<file path="src/rtl/mem_bus_controller.sv">
// Shared single-port memory controller. Arbitrates NumOfRequesters cores
// round-robin, runs one memory access at a time through IDLE/ISSUE/WAIT/RESP,
// and returns a one-cycle ACK (plus RDATA for reads) to the granted core.
module mem_bus_controller #(
  parameter int NumOfRequesters = 4,
  parameter int AddrWidth       = 8,
  parameter int DataWidth       = 32,
  parameter int MemLatency      = 2
) (
  input  logic                                 CLK,
  input  logic                                 RSTN,
  input  logic [NumOfRequesters-1:0]           REQ,
  input  logic [NumOfRequesters-1:0]           WE,
  input  logic [NumOfRequesters*AddrWidth-1:0] ADDR,
  input  logic [NumOfRequesters*DataWidth-1:0] WDATA,
  output logic [NumOfRequesters-1:0]           ACK,
  output logic [DataWidth-1:0]                 RDATA,
  output logic [$clog2(NumOfRequesters)-1:0]   GRANT_ID,
  output logic                                 BUSY,
  output logic                                 MEM_EN,
  output logic                                 MEM_WE,
  output logic [AddrWidth-1:0]                 MEM_ADDR,
  output logic [DataWidth-1:0]                 MEM_WDATA,
  input  logic [DataWidth-1:0]                 MEM_RDATA
);
  localparam int GW = $clog2(NumOfRequesters);
  localparam int CW = (MemLatency > 1) ? $clog2(MemLatency) : 1;

  typedef enum logic [1:0] {IDLE, ISSUE, WAIT, RESP} state_e;

  state_e                     state_q, state_d;
  logic [CW-1:0]              wcnt_q, wcnt_d;
  logic [GW-1:0]              last_q, last_d;
  logic [GW-1:0]              gid_q, gid_d;
  logic                       we_q, we_d;
  logic [AddrWidth-1:0]       addr_q, addr_d;
  logic [DataWidth-1:0]       wdata_q, wdata_d;
  logic                       en_q, en_d;
  logic [NumOfRequesters-1:0] ack_q, ack_d;
  logic [DataWidth-1:0]       rdata_q, rdata_d;
  logic                       busy_q, busy_d;

  logic                       win_found;
  logic [GW-1:0]              win_id;
  logic [GW:0]                cand;

  // Round-robin pick: first requester at or after last_grant+1, wrapping.
  always_comb begin
    win_found = 1'b0;
    win_id    = '0;
    cand      = '0;
    for (int i = 1; i <= NumOfRequesters; i++) begin
      cand = {1'b0, last_q} + (GW+1)'(i);
      if (cand >= (GW+1)'(NumOfRequesters)) cand = cand - (GW+1)'(NumOfRequesters);
      if (!win_found && REQ[cand[GW-1:0]]) begin
        win_found = 1'b1;
        win_id    = cand[GW-1:0];
      end
    end
  end

  // Next-state and registered-output values; outputs are derived from the
  // state being entered so every port comes straight from a flop.
  always_comb begin
    state_d = state_q;
    wcnt_d  = wcnt_q;
    last_d  = last_q;
    gid_d   = gid_q;
    we_d    = we_q;
    addr_d  = addr_q;
    wdata_d = wdata_q;
    rdata_d = rdata_q;
    unique case (state_q)
      IDLE: if (win_found) begin
        state_d = ISSUE;
        gid_d   = win_id;
        we_d    = WE[win_id];
        addr_d  = ADDR[win_id*AddrWidth +: AddrWidth];
        wdata_d = WDATA[win_id*DataWidth +: DataWidth];
      end
      ISSUE: begin
        state_d = WAIT;
        wcnt_d  = '0;
      end
      WAIT: if (wcnt_q == CW'(MemLatency-1)) begin
        state_d = RESP;
        if (!we_q) rdata_d = MEM_RDATA;
      end else begin
        wcnt_d = wcnt_q + 1'b1;
      end
      RESP: begin
        state_d = IDLE;
        last_d  = gid_q;
      end
      default: state_d = IDLE;
    endcase
    en_d   = (state_d == ISSUE);
    busy_d = (state_d != IDLE);
    ack_d  = '0;
    if (state_d == RESP) ack_d[gid_q] = 1'b1;
  end

  // State and output registers; reset abandons any in-flight access.
  always_ff @(posedge CLK or negedge RSTN) begin
    if (!RSTN) begin
      state_q <= IDLE;
      wcnt_q  <= '0;
      last_q  <= GW'(NumOfRequesters-1);
      gid_q   <= '0;
      we_q    <= 1'b0;
      addr_q  <= '0;
      wdata_q <= '0;
      en_q    <= 1'b0;
      ack_q   <= '0;
      rdata_q <= '0;
      busy_q  <= 1'b0;
    end else begin
      state_q <= state_d;
      wcnt_q  <= wcnt_d;
      last_q  <= last_d;
      gid_q   <= gid_d;
      we_q    <= we_d;
      addr_q  <= addr_d;
      wdata_q <= wdata_d;
      en_q    <= en_d;
      ack_q   <= ack_d;
      rdata_q <= rdata_d;
      busy_q  <= busy_d;
    end
  end

  assign ACK       = ack_q;
  assign RDATA     = rdata_q;
  assign GRANT_ID  = gid_q;
  assign BUSY      = busy_q;
  assign MEM_EN    = en_q;
  assign MEM_WE    = we_q;
  assign MEM_ADDR  = addr_q;
  assign MEM_WDATA = wdata_q;
endmodule

</file>
<file path="config.mk">
export PLATFORM = sky130hd
export DESIGN_NAME = mem_bus_controller
export DESIGN_NICKNAME = d
export VERILOG_FILES = /design/src/rtl/mem_bus_controller.sv
export SDC_FILE = /design/constraint.sdc
export NUM_CORES = 1
export LEC_CHECK = 0
export ABC_CLOCK_PERIOD_IN_PS = 4000
export BUFFER_PORTS_ARGS = -buffer_cell sky130_fd_sc_hd__clkbuf_2
export CELL_PAD_IN_SITES_DETAIL_PLACEMENT = 0
export CELL_PAD_IN_SITES_GLOBAL_PLACEMENT = 1
export CORE_MARGIN = 2
export CORE_UTILIZATION = 34
export CTS_CLUSTER_SIZE = 12
export DETAILED_ROUTE_END_ITERATION = 12
export PLACE_DENSITY_LB_ADDON = 0.1
export SKIP_LAST_GASP = 1
export SLEW_MARGIN = 30
export SYNTH_ARGS = -nofsm -noshare
export SYNTH_HDL_FRONTEND = slang
export SYNTH_SLANG_ARGS = --single-unit
export TNS_END_PERCENT = 1
</file>
<file path="constraint.sdc">
create_clock -name CLK -period 4 [get_ports CLK]
set_input_delay 0.8 -clock CLK [delete_from_list [all_inputs] [get_ports CLK]]
set_output_delay 0.8 -clock CLK [all_outputs]
set_load 0.02 [all_outputs]
</file>
==> flow_summary.yaml <==
global_routing:
  grt-ovfl-total: 0
  grt_max_degree: 68
  first_global_vias: 3971
  grt_pass1_wl_um: 19800
  grt_use_total_pct: 17.9
  antenna_found_initial: 0
setup_path:
  worst_ep_required_time_ns: 4.17
  reg2reg_from: "last_q[1]"
  cp-startpoint: "REQ[1]"
  crit_path_end_kind: "flip-flop"
  ff2ff_setup_slack_ns: 1.69
  r2r_end: "MEM_WDATA[11]"
  critPathKind: "input port to flip-flop"
  cp.arrival_ns: 2.79
  path_max_fanout: 25
  start_kind: "input port"
  reg2reg_depth: 6
power:
  p_leak_nw: 3.36
  total_power_mw: 4.81
  ir_drop_mv: 0.420
  power_density_nw_per_um2: 785
cts:
  clock_sinks: 86
  insertion_delay_ns: 0.34
  clockBufferDepth: 2
  cts_tree: "done"
  clock-root-buffer: "clkbuf_16"
  cts_resized: 0
  hold_buffers: 0
  cts.reportedPaths.clkPinSlew_ns: 0.06
  h-tree-depth: 3
  post_cts_buffers: 0
  cts_buffers: 9
layout:
  area_growth_pct: 39.1
  num-fill-cells: 1241
  insertedDiodeCount: 0
  multi_input_area_sq_um: 1970
  final_nets: 829
  ff_latch_area_sq_um: 2150
  drive_above_1_share_pct: 54.7
  final_common_cell: "clkbuf_2"
  stdcell_count: 799
  post-route-util_pct: 48.5
  final_cell_mix: "281 x clkbuf_2, 84 x dfrtp_1, 83 x mux2i_1"
placed_design:
  io_buffers: 282
  dp_hpwl_um: 9630
  place_congestion: 0.756
  dpl.cell_count: 784
synth:
  synth_seq_cells: 86
  syn-num-nets: 557
  yosys.area.top_type: "dfrtp_1"
  synthCells: 351
  yosysSeqAreaShare_pct: 48.9
  synth_warnings: 0
  netlist.area_leader.share_pct: 47.8
  synth.distinct_cells: 31
  netlist_area_sq_um: 4400
  syn_area_per_cell_sq_um: 12.5
  synthTopCellsByArea: "dfrtp_1 48%, mux2i_1 19%, mux2_2 8.7%, o221ai_1 8.2%, nand2_1 3.8%"
min_path:
  min-delay-start: "MEM_WDATA[4]"
  holdPathStages: 2
  holdPathEnd: "MEM_WDATA[4]"
  holdCritPathClass: "flip-flop to flip-flop"
floorplanning:
  fp.dieH_um: 118
  io_pins: 283
  core_sq_um: 12600
  start_util_pct: 34.9
  die_area_sq_um: 13900
  die_w_um: 118
  std_cell_rows: 41
timing:
  setup_tns_ns: 0
  grt_setup_unrepaired: "no"
  maxSlewViolCount: 0
  min_period_over_period_pct: 65.7
  relSlewSlack_pct: 41.4
  period_minus_slack_ns: 2.63
  worst_pin_slew_ns: 0.879
  final-setup-viol-count: 0
  clock.fmax_ghz: 0.381
  hold_violations: 0
  skew_ns: 0.00470
drt:
  wl_per_cell_um: 15.8
  ant_nets: 0
  drtPass1Iterations: 4
  viasPerCell: 4.81
  vias: 3843
  routed_wl_um: 12600
  drt_iter0_markers: 160
  drc: 0
run_status:
  status: "finished, final reports clean"
flow_run:
  cap_violations: 0
synth_stat cells:
cell,count
a21oi_1,3
a21oi_2,1
a31o_1,1
and2b_1,1
buf_1,1
buf_12,8
buf_2,10
buf_4,1
bufbuf_8,1
clkbuf_1,6
dfrtp_1,84
dfstp_2,2
ha_1,4
inv_1,4
mux2_2,34
mux2i_1,83
nand2_1,45
nand2b_1,4
nand3_1,1
nand3b_1,1
nor2_1,5
nor2b_1,1
nor3_1,2
nor4_1,1
o21ai_0,1
o221ai_1,41
o221ai_4,1
o22a_1,1
o22ai_1,1
or2_1,1
or2_2,1
worst max-delay path: stages:
cell and delay, ns:
clkbuf_2 0.12, nor4_1 0.34, nand2b_2 0.47, or2_1 0.68, buf_12 0.25, o221ai_1 0.13
worst max path at each step:
stage / depth (start not counted) / slack [ns] / endpoint
final: 6 / 1.37 / MEM_WDATA[10]
after global routing: 5 / 1.20 / MEM_WDATA[5]
after CTS: 6 / 1.33 / MEM_WDATA[27]
after detailed placement: 6 / 0.98 / MEM_WDATA[27]
after global placement: 6 / 1.09 / MEM_WDATA[22]
after floorplan: 7 / 2.00 / MEM_ADDR[0]
flip-flops by register name (all words and copies together) (netlist names):
name	count
MEM_EN	1
BUSY	1
MEM_ADDR	8
GRANT_ID	2
MEM_WDATA	32
ACK	4
RDATA	32
wcnt_q	1
last_q	2
state_q	2
MEM_WE	1
final cells by class:
| type | count | area share (%) |
|---|---|---|
| repair buffers | 288 | 24.0 |
| multi-input cells | 234 | 32.3 |
| clock inverters | 4 | 0.777 |
| flip-flops and latches | 86 | 35.2 |
| clock buffers | 11 | 3.97 |
| inverters | 4 | 0.245 |
| well taps | 172 | 3.52 |
per-stage QoR:
| stage | instance area, sq um | setup slack (ns) | hold slack (ns) |
|---|---|---|---|
| after CTS | 6120 | 1.33 | 0.488 |
| after global routing | 6120 | 1.20 | 0.509 |
| after detailed placement | 5830 | 0.976 | 0.472 |
| final | 6120 | 1.37 | 0.483 |
| after global placement | 5830 | 1.09 | 0.467 |
| after floorplan | 4400 | 2.00 | 0.504 |
power by group:
part,leakage [nW],internal (mW),switching [mW]
Combinational,2.18,0.992,1.43
Sequential,1.04,1.32,0.244
Clock,0.141,0.495,0.329
logic make-up (layout without fill, tap and decap cells):
group	Yosys count	count (layout)	synth area share, %
buffers and inverters	31	307	6.31
adders and majority gates	4	4	1.14
and+or+nand+nor	63	63	6.08
muxes	117	117	27.6
DFF	86	86	48.9
AOI/OAI and AO/OA	50	50	9.95
metal layers:
layer / vias to the layer above / GRT usage, % / share of wire (%)
met5: - / 0 / 0
met4: 0 / 7.68 / 2.1
met3: 17 / 5.04 / 7.6
met2: 156 / 31.6 / 50
met1: 1830 / 20.0 / 40
li1: 1840 / - / -
No activity file was read; power rests on OpenSTA's default activity.
